## config.mk

```make
export PLATFORM = sky130hd
export DESIGN_NAME = pc_redirect_ctrl
export DESIGN_NICKNAME = d
export VERILOG_FILES = /design/src/rtl/pc_ctrl_pkg.sv /design/src/rtl/redirect_arb.sv /design/src/rtl/pc_redirect_ctrl.sv
export SDC_FILE = /design/constraint.sdc
export NUM_CORES = 1
export LEC_CHECK = 0
export CORE_MARGIN = 2
export CORE_UTILIZATION = 44
export DETAILED_ROUTE_END_ITERATION = 8
export GPL_ROUTABILITY_DRIVEN = 0
export PLACE_DENSITY = 0.93
export RECOVER_POWER = 25
export SETUP_SLACK_MARGIN = 0.15
export SLEW_MARGIN = 20
export SYNTH_ARGS = -nofsm -noshare
export SYNTH_HDL_FRONTEND = slang
export SYNTH_SLANG_ARGS = --single-unit
```

## constraint.sdc

```tcl
create_clock -name clk -period 8.8 [get_ports clk]
set_input_delay 2.2 -clock clk [delete_from_list [all_inputs] [get_ports clk]]
set_output_delay 2.2 -clock clk [all_outputs]
set_load 0.03 [all_outputs]
```

## src/rtl/pc_ctrl_pkg.sv

```systemverilog
// Shared types and constants for the PC redirect controller.
// Holds the controller state encoding, the redirect source codes (numeric order
// is the arbitration priority) and the redirect record carried between the arbiter and the top.
package pc_ctrl_pkg;

  // Controller state encoding.
  typedef enum logic [1:0] {
    ST_BOOT = 2'd0,
    ST_RUN  = 2'd1,
    ST_WAIT = 2'd2
  } state_e;

  // Redirect sources. A larger code always wins, so priority compares are plain >=.
  typedef enum logic [1:0] {
    SRC_NONE = 2'd0,
    SRC_JAL  = 2'd1,
    SRC_BR   = 2'd2,
    SRC_TRAP = 2'd3
  } src_e;

  // One redirect: valid flag, originating source and raw (unaligned) target.
  typedef struct packed {
    logic        vld;
    src_e        src;
    logic [31:0] tgt;
  } redirect_t;

  // Value driven on jumpVect whenever no jump is being taken.
  localparam logic [31:0] RESET_VECTOR = 32'h0000_0000;

  // Width of the boot delay counter (BOOT_DELAY is limited to 1..15).
  localparam int unsigned BOOT_CNT_W = 4;

  // Force a target onto a word boundary.
  function automatic logic [31:0] word_align(input logic [31:0] addr);
    return addr & ~32'h0000_0003;
  endfunction

  // Traps and branches resolve past ID, so the ID/EX instruction is wrong-path too.
  function automatic logic kills_id(input src_e src);
    return (src == SRC_TRAP) || (src == SRC_BR);
  endfunction

endpackage

```

## src/rtl/redirect_arb.sv

```systemverilog
// redirect_arb: combinational 3-way redirect priority select plus pending compare.
// Ports: trap/br/jal request + target inputs, pend_i (held redirect), live_o (live
// winner), live_wins_o (live winner outranks or ties the pending entry), eff_o (redirect to act on).
module redirect_arb
  import pc_ctrl_pkg::*;
(
  input  logic        trap_req_i,
  input  logic [31:0] trap_tgt_i,
  input  logic        br_req_i,
  input  logic [31:0] br_tgt_i,
  input  logic        jal_req_i,
  input  logic [31:0] jal_tgt_i,
  input  redirect_t   pend_i,
  output redirect_t   live_o,
  output logic        live_wins_o,
  output redirect_t   eff_o
);

  src_e pend_prio;

  // Highest-priority live request.
  always_comb begin
    live_o = '0;
    if (trap_req_i) begin
      live_o.vld = 1'b1;
      live_o.src = SRC_TRAP;
      live_o.tgt = trap_tgt_i;
    end else if (br_req_i) begin
      live_o.vld = 1'b1;
      live_o.src = SRC_BR;
      live_o.tgt = br_tgt_i;
    end else if (jal_req_i) begin
      live_o.vld = 1'b1;
      live_o.src = SRC_JAL;
      live_o.tgt = jal_tgt_i;
    end
  end

  // An empty pending slot ranks as NONE so any live request beats it.
  assign pend_prio   = pend_i.vld ? pend_i.src : SRC_NONE;

  // Ties go to the live request: it is the younger, architecturally correct redirect.
  assign live_wins_o = live_o.vld && (live_o.src >= pend_prio);

  always_comb begin
    eff_o = '0;
    if (live_wins_o) begin
      eff_o = live_o;
    end else if (pend_i.vld) begin
      eff_o = pend_i;
    end
  end

endmodule

```

## src/rtl/pc_redirect_ctrl.sv

```systemverilog
// pc_redirect_ctrl: sequences the PC register (stall / jumpEn / jumpVect) and IF/ID flushes.
// Ports: clk, reset (async, active-high); imemReady, hazardStall; trap/branch/jal requests with
// targets in; stall, jumpEn, jumpVect, flushIF, flushID, imemReq, misalignErr out.
// Redirects that arrive while fetch is stalled by BOOT or an imem wait are held in a
// single pending slot and applied on the first unstalled cycle.
module pc_redirect_ctrl
  import pc_ctrl_pkg::*;
#(
  parameter int unsigned BOOT_DELAY = 2
)
(
  input  logic        clk,
  input  logic        reset,
  input  logic        imemReady,
  input  logic        hazardStall,
  input  logic        trapReq,
  input  logic [31:0] trapVect,
  input  logic        brTaken,
  input  logic [31:0] brTarget,
  input  logic        jalEn,
  input  logic [31:0] jalTarget,
  output logic        stall,
  output logic        jumpEn,
  output logic [31:0] jumpVect,
  output logic        flushIF,
  output logic        flushID,
  output logic        imemReq,
  output logic        misalignErr
);

  state_e                state_q;
  logic [BOOT_CNT_W-1:0] cnt_q;
  redirect_t             pend_q, pend_d;
  logic                  misalign_q;

  redirect_t             live;
  redirect_t             eff;
  logic                  live_wins;
  logic                  in_boot;
  logic                  fetch_stall;

  redirect_arb u_arb (
    .trap_req_i  (trapReq),
    .trap_tgt_i  (trapVect),
    .br_req_i    (brTaken),
    .br_tgt_i    (brTarget),
    .jal_req_i   (jalEn),
    .jal_tgt_i   (jalTarget),
    .pend_i      (pend_q),
    .live_o      (live),
    .live_wins_o (live_wins),
    .eff_o       (eff)
  );

  assign in_boot     = (state_q == ST_BOOT);

  // Stalls during which redirects must be held rather than applied.
  assign fetch_stall = in_boot | ~imemReady;

  // A redirect cancels a hazard stall: the stalled load is on the wrong path.
  assign stall       = fetch_stall | (hazardStall & ~eff.vld);
  assign jumpEn      = eff.vld & ~stall;
  assign jumpVect    = jumpEn ? word_align(eff.tgt) : RESET_VECTOR;
  assign flushIF     = jumpEn | in_boot;
  assign flushID     = (jumpEn & kills_id(eff.src)) | in_boot;
  assign imemReq     = ~in_boot;
  assign misalignErr = misalign_q;

  // Pending slot: consumed by any taken jump; otherwise refilled by a live
  // request that outranks (or ties) it while fetch is held. A lower-priority
  // live request is wrong-path and simply not recorded.
  always_comb begin
    pend_d = pend_q;
    if (jumpEn) begin
      pend_d = '0;
    end else if (fetch_stall && live_wins) begin
      pend_d = live;
    end
  end

  // Boot countdown and RUN/WAIT tracking. BOOT lasts exactly BOOT_DELAY cycles:
  // the count is loaded at reset and RUN is entered on the edge that takes it to 0.
  always_ff @(posedge clk or posedge reset) begin
    if (reset) begin
      state_q <= ST_BOOT;
      cnt_q   <= BOOT_CNT_W'(BOOT_DELAY);
    end else begin
      case (state_q)
        ST_BOOT: begin
          cnt_q <= cnt_q - 1'b1;
          if (cnt_q <= BOOT_CNT_W'(1)) begin
            state_q <= ST_RUN;
          end
        end
        ST_RUN: begin
          if (!imemReady) begin
            state_q <= ST_WAIT;
          end
        end
        ST_WAIT: begin
          if (imemReady) begin
            state_q <= ST_RUN;
          end
        end
        default: begin
          state_q <= ST_BOOT;
          cnt_q   <= BOOT_CNT_W'(BOOT_DELAY);
        end
      endcase
    end
  end

  always_ff @(posedge clk or posedge reset) begin
    if (reset) begin
      pend_q     <= '0;
      misalign_q <= 1'b0;
    end else begin
      pend_q     <= pend_d;
      // Reported against the raw target, before word alignment.
      misalign_q <= jumpEn & (eff.tgt[1:0] != 2'b00);
    end
  end

endmodule

```

* Word-level counts from Yosys, hierarchy flattened
Index checks and enable logic that the tools add are counted.
Storage, ports and cells: bits in registers 42, latch bits 0, RAM bits 0, bits in read-only memories 0, bits of input ports 103, output and inout bits 38, logic and storage cells 50, memories 0
Cells by class: $add $sub $neg 1, multiply operators 0, divide/modulo/power cells 0, $lt $le $gt $ge 2, equality and inequality tests 7, shifts and indexed selects 0, muxes and demuxes 14, bitwise gates (word level) 12, reductions and logical operators 8
Operator list (number):
- two-way mux 35 bit | 7
- two-way mux 32 bit | 1
- two-way mux 2 bit | 4
- case mux 4 bit (2 select lines) | 1
- == test 2 bit, second input constant | 3
- case mux 2 bit (3 select lines) | 1
- bitwise AND 1 bit | 4
- <= comparator 4 x 1 -> 1 bit, second input constant | 1
- inequality test 2 bit, second input constant | 2
- inverter 1 bit | 4
- bitwise OR 1 bit | 4
- nonzero test 2 bit | 2
- subtractor 4 x 1 -> 4 bit, second input constant | 1
- AND reduction 3 bit | 1
- == test 2 x 1 -> 1 bit, second input constant | 1
- >= comparator 2 bit | 1
- logical AND 1 bit | 2
- logical NOT 2 bit | 1
- inequality test 2 x 1 -> 1 bit, second input constant | 1
- OR reduction 2 bit | 1
- logical OR 1 bit | 1

* Depth between registers and ports, before layout
word-level depth 13, mapped depth 10

* Modules after synthesis
Synthesis repeated with hierarchy kept, for this count alone.
Second synthesis, totals: cells, all modules 372, area total of the unflattened synthesis 3809.9 sq um
Modules (own cells, without submodules):
- pc_redirect_ctrl | instances 1, cells an instance 171, area an instance 1986.9 sq um, sequential area each 1052.3 sq um
- redirect_arb | instances 1, cells an instance 201, area an instance 1823.0 sq um, sequential area each 0.0 sq um

* Worst setup path before layout
No wires, ideal clock.
path type input-to-output, start point input trapReq, end point output flushID, arrival time 4827 ps, data required time 6600 ps, slack 1773 ps, stages on the path 8, buffers on the path 2, cell sequence clkbuf_1 > clkbuf_1 > nor2_1 > ha_1 > nand2b_1 > a211oi_1 > o21ai_0 > a21boi_0
Between the ends: longest elaborated chain between the ends 11, elaborated cells between the ends (all ways) 14, classes of those cells order compare: 1; eq/ne: 2; mux: 2; bitwise: 7; reduce/logical: 2
Ends and longest elaborated chain:
- start, declared | line pc_redirect_ctrl.sv:16 | input logic trapReq,
- two-way mux 35 bit * | line redirect_arb.sv:24 | if (trap_req_i) begin
- >= comparator 2 bit | line redirect_arb.sv:43 | assign live_wins_o = live_o.vld && (live_o.src >= pend_prio);
- logical AND 1 bit | line redirect_arb.sv:43
- two-way mux 35 bit * | line redirect_arb.sv:47 | if (live_wins_o) begin
- inverter 1 bit | line pc_redirect_ctrl.sv:61 | assign stall = fetch_stall | (hazardStall & ~eff.vld);
- bitwise AND 1 bit | line pc_redirect_ctrl.sv:61
- bitwise OR 1 bit | line pc_redirect_ctrl.sv:61
- inverter 1 bit | line pc_redirect_ctrl.sv:62 | assign jumpEn = eff.vld & ~stall;
- bitwise AND 1 bit | line pc_redirect_ctrl.sv:62
- bitwise AND 1 bit * | line pc_redirect_ctrl.sv:65 | assign flushID = (jumpEn & kills_id(eff.src)) | in_boot;
- bitwise OR 1 bit * | line pc_redirect_ctrl.sv:65
- end, declared | line pc_redirect_ctrl.sv:26 | output logic flushID,
Every way passes the cells marked *; elsewhere a longest branch is shown, timed or not.

* Worst setup path in the final report
start point input brTaken, end point output jumpVect[9]
Between the ends: longest elaborated chain between the ends 11
Ends and longest elaborated chain:
- start, declared | line pc_redirect_ctrl.sv:18 | input logic brTaken,
- two-way mux 35 bit * | line redirect_arb.sv:28 | end else if (br_req_i) begin
- two-way mux 35 bit * | line redirect_arb.sv:24
- >= comparator 2 bit | line redirect_arb.sv:43
- logical AND 1 bit | line redirect_arb.sv:43
- two-way mux 35 bit * | line redirect_arb.sv:47
- inverter 1 bit | line pc_redirect_ctrl.sv:61
- bitwise AND 1 bit | line pc_redirect_ctrl.sv:61
- bitwise OR 1 bit | line pc_redirect_ctrl.sv:61
- inverter 1 bit | line pc_redirect_ctrl.sv:62
- bitwise AND 1 bit | line pc_redirect_ctrl.sv:62
- two-way mux 32 bit * | line pc_redirect_ctrl.sv:63 | assign jumpVect = jumpEn ? word_align(eff.tgt) : RESET_VECTOR;
- end, declared | line pc_redirect_ctrl.sv:24 | output logic [31:0] jumpVect,
Marks and branches as above.

==> impl_results.md <==
* Startpoint Class: input pin
* Synthesis Warnings at 0
* Leakage power at 1.88 nW
* Die H at 83.4 um
* Final core utilization at 70.0%
* Die Width at 83.4 um
* Vias/cell at 5.80
* Hold Path Cell Cnt at 1
* Area of the multi-input gates at 0.00154 sq mm
* CP max-delay cell: clkdlybuf4s50_1
* Reg-to-reg setup timing slack at 6.24 ns
* Fin cells at 499
* Reg area at 0.00105 sq mm
* Nets at 535
* First-pass GRT wire length at 13400 um
* Setup_tns at 0 ns
* Num rows at 28
* Via count at 2894
* Yosys top cell area share at 37.0%
* Async S/R FF share, synth at 100%
* Post-CTS setup buffer count at 0
* Reg clk slew, reported paths at 0.07 ns
* Min-delay src: pend_q[32]
* FF+latch count, synth at 42
* Worst Hold Path EP: pend_q[32]
* Worst R2R Start: pend_q[34]
* Actual slew at the worst max-slew pin at 1.58 ns
* WL/cell at 16.7 um
* Minimum clock period at 7.66 ns
* CTS Hold Buffers Added at 0
* Ports at 141
* Area Growth Syn to Fin at 51.9%
* RR Endpoint: pend_q[17]
* Failing checks: max-capacitance violations, max-slew violations
* CP peak stage delay at 0.79 ns
* Cell Pwr Density at 255 mW/mm^2
* Post-route cell area at 0.00422 sq mm
* Placement Cell Area at 0.00411 sq mm
* Peak VDD IR at 177 uV
* Final period utilization at 87.0%
* Layout cell share with drive strength beyond 1 at 12.7%
* Setup CP Type: input pin to output port
* Most common cell in the netlist: a22o_1
* CP Data Required Time at 6.60 ns
* Seq/Total Area, Yosys at 37.9%
* Synth area leader: dfrtp_1
* R2R depth at 6
* WL final at 8340 um
* RSZ-0062 raised after global routing: no
* CTS max path bufs at 2
* Port bufs at 138
* Antenna violations before repair at 0
* Final worst slack at 1.14 ns
* Clock latency on the worst-skew pair at 0.29 ns
* Root buffer cell: clkbuf_8
* Post-Syn Instances at 301
* Core Region at 0.00603 sq mm
* Largest cells by area after synthesis: dfrtp_1 (37%), a22o_1 (20%), a22oi_1 (8.4%)
* Synth cell count leaders: a22o_1 (62), dfrtp_1 (41), nand2_1 (37)
* Hold Fails Final Rpt at 0
* Pre-CTS setup slack at 1.15 ns
* Filler cells at 476
* TritonRoute pass-1 iters at 4
* CP endpoint kind: output port
* Status: complete, but fails checks
* Final Max Tran Viols at 43
* Clock sink count at 42
* Post-synth EDFFs at 0
* Initial Util at 46.1%
* MaxCap Viol Count at 1
* Number of global-route vias before repair at 2814
* Largest net degree at the start of global routing at 67
* Synth Area per Inst at 9.22 sq um
* DRT iter0 DRCs at 173
* CTS Buf Count at 5
* Post-Syn Area at 0.00278 sq mm
* Clock Skew at 0.00839 ns
* Post-cts gate resize count at 0
* Worst path cell trace: clkdlybuf4s50_1, nor2b_2, nor2_1, ha_1, nand2b_1, a21o_1, a21oi_2, buf_4, a22o_1, buf_12
* Routed Antenna Nets at 0
* DIE AREA at 0.00696 sq mm
* Primary FF master, synth: dfrtp_1
* Placed Instances at 491
* GRT Total Usage at 22.9%
* Ant. Diodes at 0
* Synth unique cells at 40
* Crit path DAT at 5.46 ns
* Fmax at 0.131 GHz
* Relative slew slack at -5.70%
* DRC Markers at 0
* Detail Placement HPWL at 5800 um
* Worst min path class: register to register
* Final setup fails at 0
* H-tree levels at 2
* Grt total ovfl at 0
* CTS tree: done
* CP max FO at 18
## worst max-delay path: cells and delay by family
| kind | cells | cell delay, ns |
|---|---|---|
| buf+inv | 3 | 1.28 |
| fa+ha+maj | 1 | 0.31 |
| simple gates | 3 | 0.54 |
| compound gates | 3 | 1.11 |
## sequential cells by signal, indices dropped and copies added, names as in the netlist
register / cells
misalignErr: 1
pend_q: 35
cnt_q: 4
state_q: 2
## metrics by stage
stage / total power (W) / hold slack, ns
final: 0.00107 / 0.495
after global routing: 0.00114 / 0.521
after CTS: 0.00108 / 0.497
after detailed placement: 0.000934 / 0.477
after global placement: 0.000896 / 0.476
after floorplan: 0.000725 / 0.448
## cells in the final DEF, fill, tap and decap left out, types with 2 or more instances in the layout
cell type        instances
ha_1                     9
clkbuf_8                 8
mux2i_1                  2
dfrtp_1                 41
nor3_1                   2
a22o_1                  62
a21oi_1                  4
clkdlybuf4s50_1        106
buf_4                   33
nor2_1                   7
nand3b_1                 2
buf_12                   2
o21ai_0                 33
a21o_1                   2
a211oi_1                 2
inv_1                    7
mux2_2                   2
nand2_1                 37
conb_1                   2
nor2b_1                  2
o21ai_1                  5
a22oi_1                 31
## logic make-up after synthesis
family,Yosys count,share of synthesized area [%]
simple gates,60,9.60
other cells,1,0.135
mux,4,1.53
flops,42,37.9
fa+ha+maj,9,4.06
buf+inv,37,7.17
compound gates,148,39.6
## metal layers
| layer | global-route usage (%) | wire [um] | up-vias |
|---|---|---|---|
| li1 | - | - | 1383 |
| met3 | 5.47 | 663 | 6 |
| met4 | 3.08 | 45 | 0 |
| met5 | 0 | 0 | - |
| met2 | 41.3 | 4130 | 122 |
| met1 | 28.6 | 3500 | 1383 |
## area by class of cell
cell class	count	share of cell area, %
repair buffers	144	33.0
multi-input cells	223	36.6
well taps	75	2.23
inverters	7	0.623
clock buffers	8	2.61
flip-flops and latches	42	25.0
## where the power goes
group / internal (W) / total [W] / switching [W]
Combinational: 0.000267 / 0.000597 / 0.000330
Clock: 0.0000792 / 0.000143 / 0.0000634
Sequential: 0.000280 / 0.000335 / 0.0000547
## how the worst max path moves through the flow
stage / start / end / slack [ns] / depth (start not counted)
floorplan: trapReq / flushID / 1.77 / 8
global placement: brTaken / jumpVect[30] / 1.35 / 10
detailed placement: brTaken / jumpVect[9] / 1.15 / 10
CTS: brTaken / jumpVect[9] / 1.14 / 10
global route: brTaken / jumpVect[9] / 0.92 / 10
finish: brTaken / jumpVect[9] / 1.14 / 10
Power figures use the tool's default switching activity.
